==> src/rtl/sys_ctrl_gen_if.sv <==
// sys_ctrl_gen_if: frame input, register-file, ALU and TX FIFO signals of the
// system controller.
//   master : frame source plus the register file / ALU / FIFO responders
//   slave  : controller side (sys_ctrl_gen)
interface sys_ctrl_gen_if #(
  parameter int unsigned WIDTH = 8,
  parameter int unsigned DEPTH = 16
) ();
  localparam int unsigned AW = $clog2(DEPTH);

  logic               data_valid;
  logic [WIDTH-1:0]   p_data;
  logic               FIFO_FULL;
  logic [2*WIDTH-1:0] ALU_OUT;
  logic               OUT_Valid;
  logic [WIDTH-1:0]   Rd_D;
  logic               Rd_D_Vld;
  logic               WrEn;
  logic               RdEn;
  logic [AW-1:0]      Addr;
  logic [WIDTH-1:0]   Wr_D;
  logic [3:0]         FUN;
  logic               EN;
  logic               Gate_EN;
  logic [WIDTH-1:0]   WR_DATA;
  logic               WR_INC;
  logic               busy;
  logic               err;
  logic [1:0]         err_code;

  modport master (
    output data_valid, p_data, FIFO_FULL, ALU_OUT, OUT_Valid, Rd_D, Rd_D_Vld,
    input  WrEn, RdEn, Addr, Wr_D, FUN, EN, Gate_EN, WR_DATA, WR_INC,
           busy, err, err_code
  );

  modport slave (
    input  data_valid, p_data, FIFO_FULL, ALU_OUT, OUT_Valid, Rd_D, Rd_D_Vld,
    output WrEn, RdEn, Addr, Wr_D, FUN, EN, Gate_EN, WR_DATA, WR_INC,
           busy, err, err_code
  );
endinterface

==> src/rtl/sys_ctrl_gen.sv <==
// sys_ctrl_gen: decodes command frames into register-file writes/reads, ALU
// operations and burst reads, pushing results into a TX FIFO.
//   clk, rst : clock, asynchronous active-high reset
//   bus      : sys_ctrl_gen_if slave (frames in, reg/ALU/FIFO strobes out)
// All outputs are registered; strobes are single-cycle pulses.
module sys_ctrl_gen #(
  parameter int unsigned WIDTH     = 8,
  parameter int unsigned DEPTH     = 16,
  parameter int unsigned MAX_BURST = 4,
  parameter int unsigned TIMEOUT   = 255
) (
  input  logic           clk,
  input  logic           rst,
  sys_ctrl_gen_if.slave  bus
);
  localparam int unsigned AW = $clog2(DEPTH);
  localparam int unsigned TW = $clog2(TIMEOUT + 1);

  typedef enum logic [3:0] {
    IDLE, WR_ADDR, WR_DATA, RD_ADDR, BST_ADDR, BST_CNT, OP_A, OP_B,
    ALU_FUN, ALU_WAIT, RD_REQ, RD_WAIT, TX_RD, TX_LO, TX_HI
  } state_t;

  state_t           state_q, state_d;
  logic [AW-1:0]    lat_addr_q, lat_addr_d;
  logic [WIDTH-1:0] cnt_q, cnt_d;
  logic [TW-1:0]    tmo_q, tmo_d;
  logic [WIDTH-1:0] data_q, data_d;
  logic [WIDTH-1:0] hi_q, hi_d;
  logic             wr_en_q, wr_en_d, rd_en_q, rd_en_d;
  logic [AW-1:0]    addr_q, addr_d;
  logic [WIDTH-1:0] wr_d_q, wr_d_d;
  logic [3:0]       fun_q, fun_d;
  logic             en_q, en_d, gate_en_q, gate_en_d;
  logic [WIDTH-1:0] wr_data_q, wr_data_d;
  logic             wr_inc_q, wr_inc_d, busy_q, busy_d, err_q, err_d;
  logic [1:0]       err_code_q, err_code_d;

  logic             arg_st_c;
  logic             addr_ok_c;
  logic             cnt_bad_c;
  logic [AW-1:0]    p_addr_c;
  logic [AW-1:0]    next_addr_c;

  // Frame qualifiers shared by several states
  always_comb begin
    arg_st_c    = state_q inside {WR_ADDR, WR_DATA, RD_ADDR, BST_ADDR, BST_CNT,
                                  OP_A, OP_B, ALU_FUN};
    addr_ok_c   = 32'(bus.p_data) < DEPTH;
    cnt_bad_c   = (bus.p_data == '0) || (32'(bus.p_data) > MAX_BURST);
    p_addr_c    = AW'(bus.p_data);
    next_addr_c = (lat_addr_q == AW'(DEPTH - 1)) ? '0 : lat_addr_q + AW'(1);
  end

  // Next-state and registered-output logic
  always_comb begin
    state_d    = state_q;
    lat_addr_d = lat_addr_q;
    cnt_d      = cnt_q;
    tmo_d      = '0;
    data_d     = data_q;
    hi_d       = hi_q;
    wr_en_d    = 1'b0;
    rd_en_d    = 1'b0;
    addr_d     = addr_q;
    wr_d_d     = wr_d_q;
    fun_d      = fun_q;
    wr_data_d  = wr_data_q;
    wr_inc_d   = 1'b0;
    err_d      = 1'b0;
    err_code_d = 2'b00;

    // Idle time between argument frames; a frame always clears it
    if (arg_st_c && !bus.data_valid) begin
      if (tmo_q == TW'(TIMEOUT)) begin
        err_d      = 1'b1;
        err_code_d = 2'b11;
        state_d    = IDLE;
      end else begin
        tmo_d = tmo_q + TW'(1);
      end
    end

    case (state_q)
      IDLE: if (bus.data_valid) begin
        case (bus.p_data)
          WIDTH'(8'hAA): state_d = WR_ADDR;
          WIDTH'(8'hBB): state_d = RD_ADDR;
          WIDTH'(8'hCC): state_d = OP_A;
          WIDTH'(8'hDD): state_d = ALU_FUN;
          WIDTH'(8'hEE): state_d = BST_ADDR;
          default: begin
            err_d      = 1'b1;
            err_code_d = 2'b01;
          end
        endcase
      end
      WR_ADDR, RD_ADDR, BST_ADDR: if (bus.data_valid) begin
        if (!addr_ok_c) begin
          err_d      = 1'b1;
          err_code_d = 2'b10;
          state_d    = IDLE;
        end else begin
          lat_addr_d = p_addr_c;
          if (state_q == WR_ADDR) begin
            state_d = WR_DATA;
          end else if (state_q == BST_ADDR) begin
            state_d = BST_CNT;
          end else begin
            cnt_d   = WIDTH'(1);
            rd_en_d = 1'b1;
            addr_d  = p_addr_c;
            state_d = RD_REQ;
          end
        end
      end
      WR_DATA: if (bus.data_valid) begin
        wr_en_d = 1'b1;
        addr_d  = lat_addr_q;
        wr_d_d  = bus.p_data;
        state_d = IDLE;
      end
      BST_CNT: if (bus.data_valid) begin
        if (cnt_bad_c) begin
          err_d      = 1'b1;
          err_code_d = 2'b10;
          state_d    = IDLE;
        end else begin
          cnt_d   = bus.p_data;
          rd_en_d = 1'b1;
          addr_d  = lat_addr_q;
          state_d = RD_REQ;
        end
      end
      // Operands land in registers 0 and 1 ahead of the ALU function
      OP_A, OP_B: if (bus.data_valid) begin
        wr_en_d = 1'b1;
        addr_d  = (state_q == OP_A) ? '0 : AW'(1);
        wr_d_d  = bus.p_data;
        state_d = (state_q == OP_A) ? OP_B : ALU_FUN;
      end
      ALU_FUN: if (bus.data_valid) begin
        fun_d   = bus.p_data[3:0];
        state_d = ALU_WAIT;
      end
      ALU_WAIT: if (bus.OUT_Valid) begin
        data_d  = bus.ALU_OUT[WIDTH-1:0];
        hi_d    = bus.ALU_OUT[2*WIDTH-1:WIDTH];
        state_d = TX_LO;
      end
      RD_REQ: state_d = RD_WAIT;
      RD_WAIT: if (bus.Rd_D_Vld) begin
        data_d  = bus.Rd_D;
        state_d = TX_RD;
      end
      // WR_DATA only changes together with a push, so it is stable while full
      TX_RD: if (!bus.FIFO_FULL) begin
        wr_inc_d  = 1'b1;
        wr_data_d = data_q;
        if (cnt_q > WIDTH'(1)) begin
          cnt_d      = cnt_q - WIDTH'(1);
          lat_addr_d = next_addr_c;
          rd_en_d    = 1'b1;
          addr_d     = next_addr_c;
          state_d    = RD_REQ;
        end else begin
          state_d = IDLE;
        end
      end
      TX_LO: if (!bus.FIFO_FULL) begin
        wr_inc_d  = 1'b1;
        wr_data_d = data_q;
        state_d   = TX_HI;
      end
      TX_HI: if (!bus.FIFO_FULL) begin
        wr_inc_d  = 1'b1;
        wr_data_d = hi_q;
        state_d   = IDLE;
      end
      default: state_d = IDLE;
    endcase

    // Frames arriving while the controller is not expecting one are dropped
    if (!arg_st_c && (state_q != IDLE) && bus.data_valid) begin
      err_d      = 1'b1;
      err_code_d = 2'b00;
    end
  end

  always_comb begin
    en_d      = state_d inside {ALU_WAIT, TX_LO, TX_HI};
    gate_en_d = en_d;
    busy_d    = state_d != IDLE;
  end

  always_ff @(posedge clk or posedge rst) begin
    if (rst) begin
      state_q    <= IDLE;
      lat_addr_q <= '0;
      cnt_q      <= '0;
      tmo_q      <= '0;
      data_q     <= '0;
      hi_q       <= '0;
      wr_en_q    <= 1'b0;
      rd_en_q    <= 1'b0;
      addr_q     <= '0;
      wr_d_q     <= '0;
      fun_q      <= '0;
      en_q       <= 1'b0;
      gate_en_q  <= 1'b0;
      wr_data_q  <= '0;
      wr_inc_q   <= 1'b0;
      busy_q     <= 1'b0;
      err_q      <= 1'b0;
      err_code_q <= 2'b00;
    end else begin
      state_q    <= state_d;
      lat_addr_q <= lat_addr_d;
      cnt_q      <= cnt_d;
      tmo_q      <= tmo_d;
      data_q     <= data_d;
      hi_q       <= hi_d;
      wr_en_q    <= wr_en_d;
      rd_en_q    <= rd_en_d;
      addr_q     <= addr_d;
      wr_d_q     <= wr_d_d;
      fun_q      <= fun_d;
      en_q       <= en_d;
      gate_en_q  <= gate_en_d;
      wr_data_q  <= wr_data_d;
      wr_inc_q   <= wr_inc_d;
      busy_q     <= busy_d;
      err_q      <= err_d;
      err_code_q <= err_code_d;
    end
  end

  assign bus.WrEn     = wr_en_q;
  assign bus.RdEn     = rd_en_q;
  assign bus.Addr     = addr_q;
  assign bus.Wr_D     = wr_d_q;
  assign bus.FUN      = fun_q;
  assign bus.EN       = en_q;
  assign bus.Gate_EN  = gate_en_q;
  assign bus.WR_DATA  = wr_data_q;
  assign bus.WR_INC   = wr_inc_q;
  assign bus.busy     = busy_q;
  assign bus.err      = err_q;
  assign bus.err_code = err_code_q;
endmodule
==> src/flat_wrapper.sv <==
// flat-port wrapper written by rule: the top's interface ports become plain ports
module sys_ctrl_gen_flat 
#(
  parameter int unsigned WIDTH     = 8,
  parameter int unsigned DEPTH     = 16,
  parameter int unsigned MAX_BURST = 4,
  parameter int unsigned TIMEOUT   = 255
)
  (clk, rst, bus_data_valid, bus_p_data, bus_FIFO_FULL, bus_ALU_OUT, bus_OUT_Valid, bus_Rd_D, bus_Rd_D_Vld, bus_WrEn, bus_RdEn, bus_Addr, bus_Wr_D, bus_FUN, bus_EN, bus_Gate_EN, bus_WR_DATA, bus_WR_INC, bus_busy, bus_err, bus_err_code);
  sys_ctrl_gen_if #(.WIDTH(WIDTH), .DEPTH(DEPTH)) bus_i ();
  input  logic clk;
  input  logic rst;
  input wire logic [$bits(bus_i.data_valid)-1:0] bus_data_valid;
  input wire logic [$bits(bus_i.p_data)-1:0] bus_p_data;
  input wire logic [$bits(bus_i.FIFO_FULL)-1:0] bus_FIFO_FULL;
  input wire logic [$bits(bus_i.ALU_OUT)-1:0] bus_ALU_OUT;
  input wire logic [$bits(bus_i.OUT_Valid)-1:0] bus_OUT_Valid;
  input wire logic [$bits(bus_i.Rd_D)-1:0] bus_Rd_D;
  input wire logic [$bits(bus_i.Rd_D_Vld)-1:0] bus_Rd_D_Vld;
  output wire logic [$bits(bus_i.WrEn)-1:0] bus_WrEn;
  output wire logic [$bits(bus_i.RdEn)-1:0] bus_RdEn;
  output wire logic [$bits(bus_i.Addr)-1:0] bus_Addr;
  output wire logic [$bits(bus_i.Wr_D)-1:0] bus_Wr_D;
  output wire logic [$bits(bus_i.FUN)-1:0] bus_FUN;
  output wire logic [$bits(bus_i.EN)-1:0] bus_EN;
  output wire logic [$bits(bus_i.Gate_EN)-1:0] bus_Gate_EN;
  output wire logic [$bits(bus_i.WR_DATA)-1:0] bus_WR_DATA;
  output wire logic [$bits(bus_i.WR_INC)-1:0] bus_WR_INC;
  output wire logic [$bits(bus_i.busy)-1:0] bus_busy;
  output wire logic [$bits(bus_i.err)-1:0] bus_err;
  output wire logic [$bits(bus_i.err_code)-1:0] bus_err_code;
  assign bus_i.data_valid = bus_data_valid;
  assign bus_i.p_data = bus_p_data;
  assign bus_i.FIFO_FULL = bus_FIFO_FULL;
  assign bus_i.ALU_OUT = bus_ALU_OUT;
  assign bus_i.OUT_Valid = bus_OUT_Valid;
  assign bus_i.Rd_D = bus_Rd_D;
  assign bus_i.Rd_D_Vld = bus_Rd_D_Vld;
  assign bus_WrEn = bus_i.WrEn;
  assign bus_RdEn = bus_i.RdEn;
  assign bus_Addr = bus_i.Addr;
  assign bus_Wr_D = bus_i.Wr_D;
  assign bus_FUN = bus_i.FUN;
  assign bus_EN = bus_i.EN;
  assign bus_Gate_EN = bus_i.Gate_EN;
  assign bus_WR_DATA = bus_i.WR_DATA;
  assign bus_WR_INC = bus_i.WR_INC;
  assign bus_busy = bus_i.busy;
  assign bus_err = bus_i.err;
  assign bus_err_code = bus_i.err_code;
  sys_ctrl_gen #(.WIDTH(WIDTH), .DEPTH(DEPTH), .MAX_BURST(MAX_BURST), .TIMEOUT(TIMEOUT)) u_core (.clk(clk), .rst(rst), .bus(bus_i));
endmodule
==> config.mk <==
export PLATFORM = sky130hd
export DESIGN_NAME = sys_ctrl_gen_flat
export DESIGN_NICKNAME = d
export VERILOG_FILES = /design/src/rtl/sys_ctrl_gen_if.sv /design/src/rtl/sys_ctrl_gen.sv /design/src/flat_wrapper.sv
export SDC_FILE = /design/constraint.sdc
export NUM_CORES = 1
export LEC_CHECK = 0
export ABC_CLOCK_PERIOD_IN_PS = 2800
export BUFFER_PORTS_ARGS = -buffer_cell sky130_fd_sc_hd__buf_2
export CAP_MARGIN = 40
export CORE_ASPECT_RATIO = 2
export CORE_MARGIN = 2
export CORE_UTILIZATION = 35
export CTS_CLUSTER_SIZE = 14
export DETAILED_ROUTE_END_ITERATION = 6
export GPL_ROUTABILITY_DRIVEN = 0
export SETUP_SLACK_MARGIN = 0.15
export SLEW_MARGIN = 20
export SYNTH_ARGS = -nofsm -noshare
export SYNTH_HDL_FRONTEND = slang
export SYNTH_SLANG_ARGS = --single-unit
==> constraint.sdc <==
create_clock -name clk -period 2.8 [get_ports clk]
set_clock_uncertainty 0.2 [all_clocks]
set_input_delay 0.42 -clock clk [delete_from_list [all_inputs] [get_ports clk]]
set_output_delay 0.42 -clock clk [all_outputs]
set_load 0.01 [all_outputs]
==> impl_results.md, run 1 <==
* Clock power frac at between 20% and 30%
* Critical path arrival at 2.60 ns
* CTS Buf Count at 9
* Skew-Pair Late Insertion Delay at between 0.3 and 0.4 ns
* CTS tree: done
* Final Power at 0.004344 W
* Total wire length at 11750 um
* Max VDD drop at approximately 460 uV
* Max-slew violation count at 0
* Fin nets at 562
* # diodes at 0
* Most frequent cell after synthesis: dfrtp_1
* Synth top cells by count: dfrtp_1 (72), nor2_1 (44), o21ai_0 (43)
* Die X at 79.98 um
* Io pins at 71
* Filler cell count at 1140
* Register area share after synthesis at 44.58%
* CP max stage delay at 0.50 ns
* Clk root buf: clkbuf_16
* Vias at 3634
* CTS H-Tree Depth at 3
* Minimum clock period at 2.585 ns
* Share of layout cells above drive strength 1 at between 30% and 40%
* CP cell instances: clkbuf_2 -> o211ai_1 -> nand2_4 -> or4_1 -> a311o_1 -> or4_1
* CP Launch Type: register
* IO Port Bufs at 70
* Period utilization at between 90 and 100%
* Worst setup EP type: register
* Mapped Nets at 476
* Vias in the first global route at 3608
* Fmax at approximately 390 MHz
* Clock tree buffer depth at 2
* Flop pwr share at between 30 and 40%
* Remaining global-route overflow at 0
* Internal at 0.002823 W
* CP required at 2.81 ns
* Register bit total from synthesis at 72
* Iter 0 DRT Violations at 242
* Initial antenna violation count at 0
* Worst relative slew slack at between 50% and 60%
* Synth top area cells: dfrtp_1 (45%), mux2_2 (5.6%), o21ai_0 (5.3%), a21oi_1 (4.7%), mux2i_1 (4.5%)
* Crit-path slowest cell: or4_1
* Worst slew pin tran at 0.6087 ns
* Yosys warns at 0
* Combinational Power Share at 36.0%
* Post-synth top area share at roughly 45%
* Worst path bufs/invs at 1
* Worst-path maximum fanout at 6
* Row cnt at 55
* Starting density of the core at 35.81%
* Setup violators final at 0
* Max-Cap Viols at 0
* Mapped Avg Cell Area at around 9.3 um2
* Static leakage at between 2 and 2.5 nW
* Net switching share of the total power at 35.01%
* CP dominant cell by count: or4_1
* DRC viols at 0
* Ys async rst share at 100.0%
* First-pass GRT wire length at 18290 um
* Critical path class: register to register
* Synth area leader: dfrtp_1
* Hpwl dp at just under 9000 um
* Most used DFF post-synth: dfrtp_1
* Pre-antenna DRT Iters at 5
* Fin Setup TNS at 0 ns
* Flip-flop and latch area at approximately 1800 um2
* Routed len/inst at 17.65 um
* Die area at around 12000 um2
* Unrepaired setup endpoints after global routing: true
* GRT Total Usage at between 10% and 20%
* Multi-input logic area at 2112 um2
* Antenna violation net count after detailed routing at 0
* Net switching power at between 0.0015 and 0.002 W
* Outcome: finished, final reports clean
* Mapped Area at roughly 4000 um2
* P&R area growth vs syn at 25.26%
* Post-synthesis cell count at about 430
* Clk sinks at 72
* Post-synth cell types at 60
* Pwr/cell area at approximately 860 nW/um2
* Clk slew on worst S/H paths at 0.06 ns
* Final hold violation count at 0
* Core Box Area at 11290 um2
* DR vias/cell at 5.456
* Number of flops mapped to enable cells by yosys at 0
* HP Class: input pin to register
* Largest net degree at the start of global routing at 73
* CP top delay family: simple AND/OR/NAND/NOR gates
* Die extent in y at about 160 um
[worst paths after layout]
kind,from,to,slack (ns),depth (start not counted)
max in group asynchronous,rst,u_core.state_q[2],1.56,4
worst max register to register,u_core.state_q[1],u_core.bus.busy,0.21,6
worst max-delay path,u_core.state_q[1],u_core.bus.busy,0.21,6
worst min register to register,u_core.bus.WR_DATA[3],u_core.bus.WR_DATA[3],0.27,2
worst min-delay path,bus_ALU_OUT[14],u_core.hi_q[6],0.11,2
min in group asynchronous,rst,u_core.bus.Wr_D[3],0.49,4
[per-stage QoR]
step	cells	hold WS, ns	utilization (%)	area (um2)	setup slack, ns
after detailed placement	646	0.2657	41.10	4638	0.02491
after floorplan	434	0.2635	-	4041	0.1727
after CTS	662	0.1048	44.11	4979	0.1658
final	666	0.1104	44.86	5062	0.2148
after global placement	646	0.2587	41.10	4638	0.002947
after global routing	666	0.1116	44.86	5062	0.1334
[layer usage]
layer / vias to the layer above / wire [um] / track usage, % / share of wire [%]
met5: - / 0 / 0 / 0
met4: 0 / 557 / 11.06 / 4.7
met3: 40 / 429 / 3.472 / 3.7
met2: 110 / 6692 / 35.28 / 57
met1: 1743 / 4074 / 20.04 / 35
li1: 1741 / - / - / -
[cell families after synthesis]
| logic type | share of synthesized area, % |
|---|---|
| flip-flops | 44.58 |
| multiplexers | 10.03 |
| AND/OR/NAND/NOR | 19.97 |
| adder cells (fa/ha/maj) | 1.238 |
| XOR/XNOR | 1.517 |
| AO/OA/AOI/OAI | 17.89 |
| buffers and inverters | 4.767 |
[repair_timing]
item,in CTS,in global routing
buffers inserted,0,4
setup endpoints to repair,2,15
gates cloned,0,0
hold buffers,1,0
resized for setup,2,16
hold endpoints to repair,72,0
pin swaps,0,3
[layout by cell type, fill, tap and decap left out, drive strengths merged, types with 9 or more instances in the layout]
cell,n
o21ai,44
mux2,20
a21oi,38
nor2,45
buf,99
nand3,15
dfrtp,72
nand2,32
nand2b,9
nor3,15
clkbuf,11
mux2i,18
inv,13
[final cells by class]
| class | count | share of cell area (%) |
|---|---|---|
| timing repair buffer | 101 | 11.76 |
| inverter | 13 | 0.9639 |
| clock inverter | 5 | 1.607 |
| multi-input combinational | 323 | 41.72 |
| tap | 142 | 3.510 |
| clock buffer | 10 | 4.721 |
| sequential | 72 | 35.71 |
[power by group through the flow]
stage	Sequential [W]	Combinational, W	Clock, W
2_1_floorplan	0.00159	0.000910	0
3_3_place_gp	0.00155	0.00146	0
3_5_place_dp	0.00156	0.00147	0
4_1_cts	0.00154	0.00149	0.00125
5_1_grt	0.00159	0.00172	0.00129
6_report	0.00155	0.00156	0.00123
[flip-flops by register name, indices dropped and copies added (netlist names), 4 cells and up]
name,flops
u_core.cnt_q,8
u_core.hi_q,8
u_core.data_q,8
u_core.bus.WR_DATA,8
u_core.bus.Addr,4
u_core.bus.Wr_D,8
u_core.state_q,4
u_core.tmo_q,8
u_core.lat_addr_q,4
u_core.bus.FUN,4
No activity file was read; power rests on OpenSTA's default activity.
==> run 2: changes to the inputs <==
--- a/config.mk
+++ b/config.mk
@@ -5,6 +5,7 @@
 export SDC_FILE = /design/constraint.sdc
 export NUM_CORES = 1
 export LEC_CHECK = 0
+export ABC_AREA = 1
 export ABC_CLOCK_PERIOD_IN_PS = 2800
 export BUFFER_PORTS_ARGS = -buffer_cell sky130_fd_sc_hd__buf_2
 export CAP_MARGIN = 40
@@ -14,7 +15,6 @@
 export CTS_CLUSTER_SIZE = 14
 export DETAILED_ROUTE_END_ITERATION = 6
 export GPL_ROUTABILITY_DRIVEN = 0
-export SETUP_SLACK_MARGIN = 0.15
 export SLEW_MARGIN = 20
 export SYNTH_ARGS = -nofsm -noshare
 export SYNTH_HDL_FRONTEND = slang
==> impl_results.md, run 2 <==
* Number of flops mapped to enable cells by yosys at 0 (unchanged)
* Static leakage at 2.528 nW (was 2.411 nW)
* # diodes at 0 (unchanged)
* Multi-input logic area at 1964 um2 (was 2112 um2)
* Fmax at 434.1 MHz (was 386.8 MHz)
* Cell depth of the worst hold path at 3 (was 2)
* Initial antenna violation count at 0 (unchanged)
* Most used DFF post-synth: dfrtp_1 (unchanged)
* Filler cell count at 1208 (was 1140)
* WHS Endpoint: u_core.hi_q[1] (was u_core.hi_q[6])
* CTS tree: done (unchanged)
* CP top delay family: simple AND/OR/NAND/NOR gates (unchanged)
* Worst slew pin tran at 0.5007 ns (was 0.6087 ns)
* Fin Setup TNS at 0 ns (unchanged)
* Die area at 12650 um2 (was 12470 um2)
* Post-synthesis cell count at 553 (was 434)
* Routed len/inst at 13.18 um (was 17.65 um)
* Skew-Pair Late Insertion Delay at 0.34 ns (about the same)
* CP cell instances: inv_2 -> nand2_1 -> nor2_1 -> nor2_1 -> nor2_1 -> inv_1 -> a31oi_4 -> o21ai_0 -> o21ai_0 (was clkbuf_2 -> o211ai_1 -> nand2_4 -> or4_1 -> a311o_1 -> or4_1)
* R2R Setup Slk at 0.50 ns (was 0.21 ns)
* Post-CTS setup buffer count at 0 (unchanged)
* Share of layout cells above drive strength 1 at 18.20% (was 31.49%)
* Critical path class: register to register (unchanged)
* Synth area leader: dfrtp_1 (unchanged)
* Minimum clock period at 2.304 ns (was 2.585 ns)
* Post-synth top area share at 43.93% (was 44.58%)
* IO Port Bufs at 70 (unchanged)
* Post-synth cell types at 37 (was 60)
* Post-Place Cell Area at 4584 um2 (was 4638 um2)
* Pre-antenna DRT Iters at 5 (unchanged)
* Hold Buf Count CTS at 1 (unchanged)
* Vias at 3812 (was 3634)
* Max-slew violation count at 0 (unchanged)
* Cell area after layout at 4964 um2 (was 5062 um2)
* Ys async rst share at 100.0% (unchanged)
* GRT Total Usage at 17.62% (was 19.33%)
* Max-Cap Viols at 0 (unchanged)
* Flip-flop and latch area at 1802 um2 (was 1808 um2)
* Mapped Avg Cell Area at 7.417 um2 (was 9.312 um2)
* Most frequent cell after synthesis: nand2_1 (was dfrtp_1)
* CP Launch Type: register (unchanged)
* PostCTS Resize Cnt at 0 (was 2)
* Die X at 80.55 um (was 79.98 um)
* Setup violators final at 0 (unchanged)
* Clock tree buffer depth at 2 (unchanged)
* Core Box Area at 11560 um2 (was 11290 um2)
* Io pins at 71 (unchanged)
* Register area share after synthesis at 43.93% (was 44.58%)
* Hold Startpoint: bus_ALU_OUT[9] (was bus_ALU_OUT[14])
* Iter 0 DRT Violations at 260 (was 242)
* Final Hold Slack at 0.07971 ns (was 0.1104 ns)
* Final Power at 0.005358 W (was 0.004344 W)
* Mapped Nets at 595 (was 476)
* Critical path arrival at 2.35 ns (was 2.60 ns)
* Vias in the first global route at 3631 (was 3608)
* CP required at 2.84 ns (was 2.81 ns)
* DR vias/cell at 4.906 (was 5.456)
* DRC viols at 0 (unchanged)
* Worst path bufs/invs at 2 (was 1)
* HP Class: input pin to register (unchanged)
* Synth top area cells: dfrtp_1 (44%), nand2_1 (14%), o21ai_0 (8.7%), nor2_1 (7.0%), inv_1 (5.4%) (was dfrtp_1 (45%), mux2_2 (5.6%), o21ai_0 (5.3%), a21oi_1 (4.7%), mux2i_1 (4.5%))
* R2R depth at 9 (was 6)
* Commonest non-fill, non-tap cell in the layout: nand2_1 (was buf_2)
* CP max stage delay at 0.50 ns (about the same)
* Final hold violation count at 0 (unchanged)
* Final core utilization at 42.93% (was 44.86%)
* Antenna violation net count after detailed routing at 0 (unchanged)
* CP dominant cell by count: nor2_1 (was or4_1)
* Row cnt at 56 (was 55)
* Synth top cells by count: nand2_1 (152), nor2_1 (76), dfrtp_1 (72) (was dfrtp_1 (72), nor2_1 (44), o21ai_0 (43))
* Unrepaired setup endpoints after global routing: false (was true)
* Mapped Area at 4101 um2 (was 4041 um2)
* Worst-path maximum fanout at 17 (was 6)
* Commonest cells after routing, fill and taps aside: nand2_1 (152), nor2_1 (76), dfrtp_1 (72), o21ai_0 (71), buf_2 (70) (was buf_2 (70), dfrtp_1 (67), nor2_1 (43), o21ai_0 (42), a21oi_1 (38))
* Largest net degree at the start of global routing at 66 (was 73)
* Worst setup EP type: register (unchanged)
* Worst R2R End: u_core.bus.Addr[0] (was u_core.bus.busy)
* Register bit total from synthesis at 72 (unchanged)
* Die extent in y at 157.1 um (was 156.0 um)
* Hpwl dp at 7816 um (was 8707 um)
* Worst relative slew slack at 66.49% (was 59.23%)
* Clk sinks at 72 (unchanged)
* Remaining global-route overflow at 0 (unchanged)
* Clk root buf: clkbuf_16 (unchanged)
* Max VDD drop at 491.4 uV (was 455.4 uV)
* Total wire length at 10240 um (was 11750 um)
* Fin nets at 669 (was 562)
* Starting density of the core at 35.48% (was 35.81%)
* CTS H-Tree Depth at 3 (unchanged)
* P&R area growth vs syn at 21.02% (was 25.26%)
* Pwr/cell area at 1079 nW/um2 (was 858.1 nW/um2)
* CTS Buf Count at 9 (unchanged)
* Reg2reg start: u_core.state_q[0] (was u_core.state_q[1])
* First-pass GRT wire length at 17380 um (was 18290 um)
* Yosys warns at 0 (unchanged)
* Clk slew on worst S/H paths at 0.06 ns (about the same)
* Crit-path slowest cell: dfrtp_1 (was or4_1)
* Period utilization at 82.27% (was 92.33%)
* Outcome: finished, final reports clean (unchanged)
-- run 2: cell count changes in the layout (fill, tap and decap cells not counted), moves of 20 or more --
cell	before	now
a21oi_1	38	9
o21ai_0	42	71
inv_1	11	58
buf_4	28	3
nand2_1	30	152
nor2_1	43	76
mux2_2	20	0
-- run 2: how the worst max path moves through the flow --
stage,end,slack (ns),depth (start not counted),startpoint
floorplan,u_core.bus.Addr[0],0.36,1,rst
detailed placement,u_core.cnt_q[3],0.43,8,bus_data_valid
CTS,u_core.cnt_q[3],0.49,11,u_core.state_q[0]
global route,u_core.cnt_q[3],0.18,11,u_core.state_q[0]
global placement,u_core.cnt_q[3],0.47,8,bus_data_valid
finish,u_core.bus.Addr[0],0.50,9,u_core.state_q[0]
-- run 2: per-layer routing --
layer / vias to the layer above / track usage [%] / routed length (um)
met5: - / 0 / 0
met4: 0 / 7.103 / 279
met3: 23 / 2.867 / 401
met2: 104 / 28.69 / 5036
met1: 1737 / 23.09 / 4525
li1: 1948 / - / -
-- run 2: kinds of logic (layout without fill, tap and decap cells) --
group	after synthesis	after routing	share of synthesized area [%]
AND/OR/NAND/NOR	285	285	29.87
AO/OA/AOI/OAI	109	109	15.53
buffers and inverters	77	156	8.175
flip-flops	72	72	43.93
XOR/XNOR	6	6	1.281
adder cells (fa/ha/maj)	4	4	1.220
-- run 2: power breakdown --
group          switching [W]  total [W]  internal (W)
Sequential          0.000276    0.00175       0.00148
Combinational        0.00141    0.00220      0.000783
Clock               0.000447    0.00141      0.000961
Total                0.00214    0.00536       0.00322
-- run 2: cell type report --
type	instances	share of cell area, %
timing repair buffer	75	8.117
tap	145	3.655
inverter	65	4.916
sequential	72	36.30
multi-input combinational	404	39.58
clock buffer	9	4.537
clock inverter	7	2.899
-- run 2: worst register-to-register path, cell delays in order, from the launching register on --
cell and delay (ns):
dfrtp_1 0.50, inv_2 0.11, nand2_1 0.13, nor2_1 0.26, nor2_1 0.09, nor2_1 0.14, inv_1 0.26, a31oi_4 0.30
o21ai_0 0.12, o21ai_0 0.09
-- run 2: metrics by stage --
stage	setup WS (ns)	instances
3_5_place_dp	0.4324	760
4_1_cts	0.4919	777
5_1_grt	0.1791	777
3_3_place_gp	0.4683	760
6_report	0.4965	777
2_1_floorplan	0.3551	553
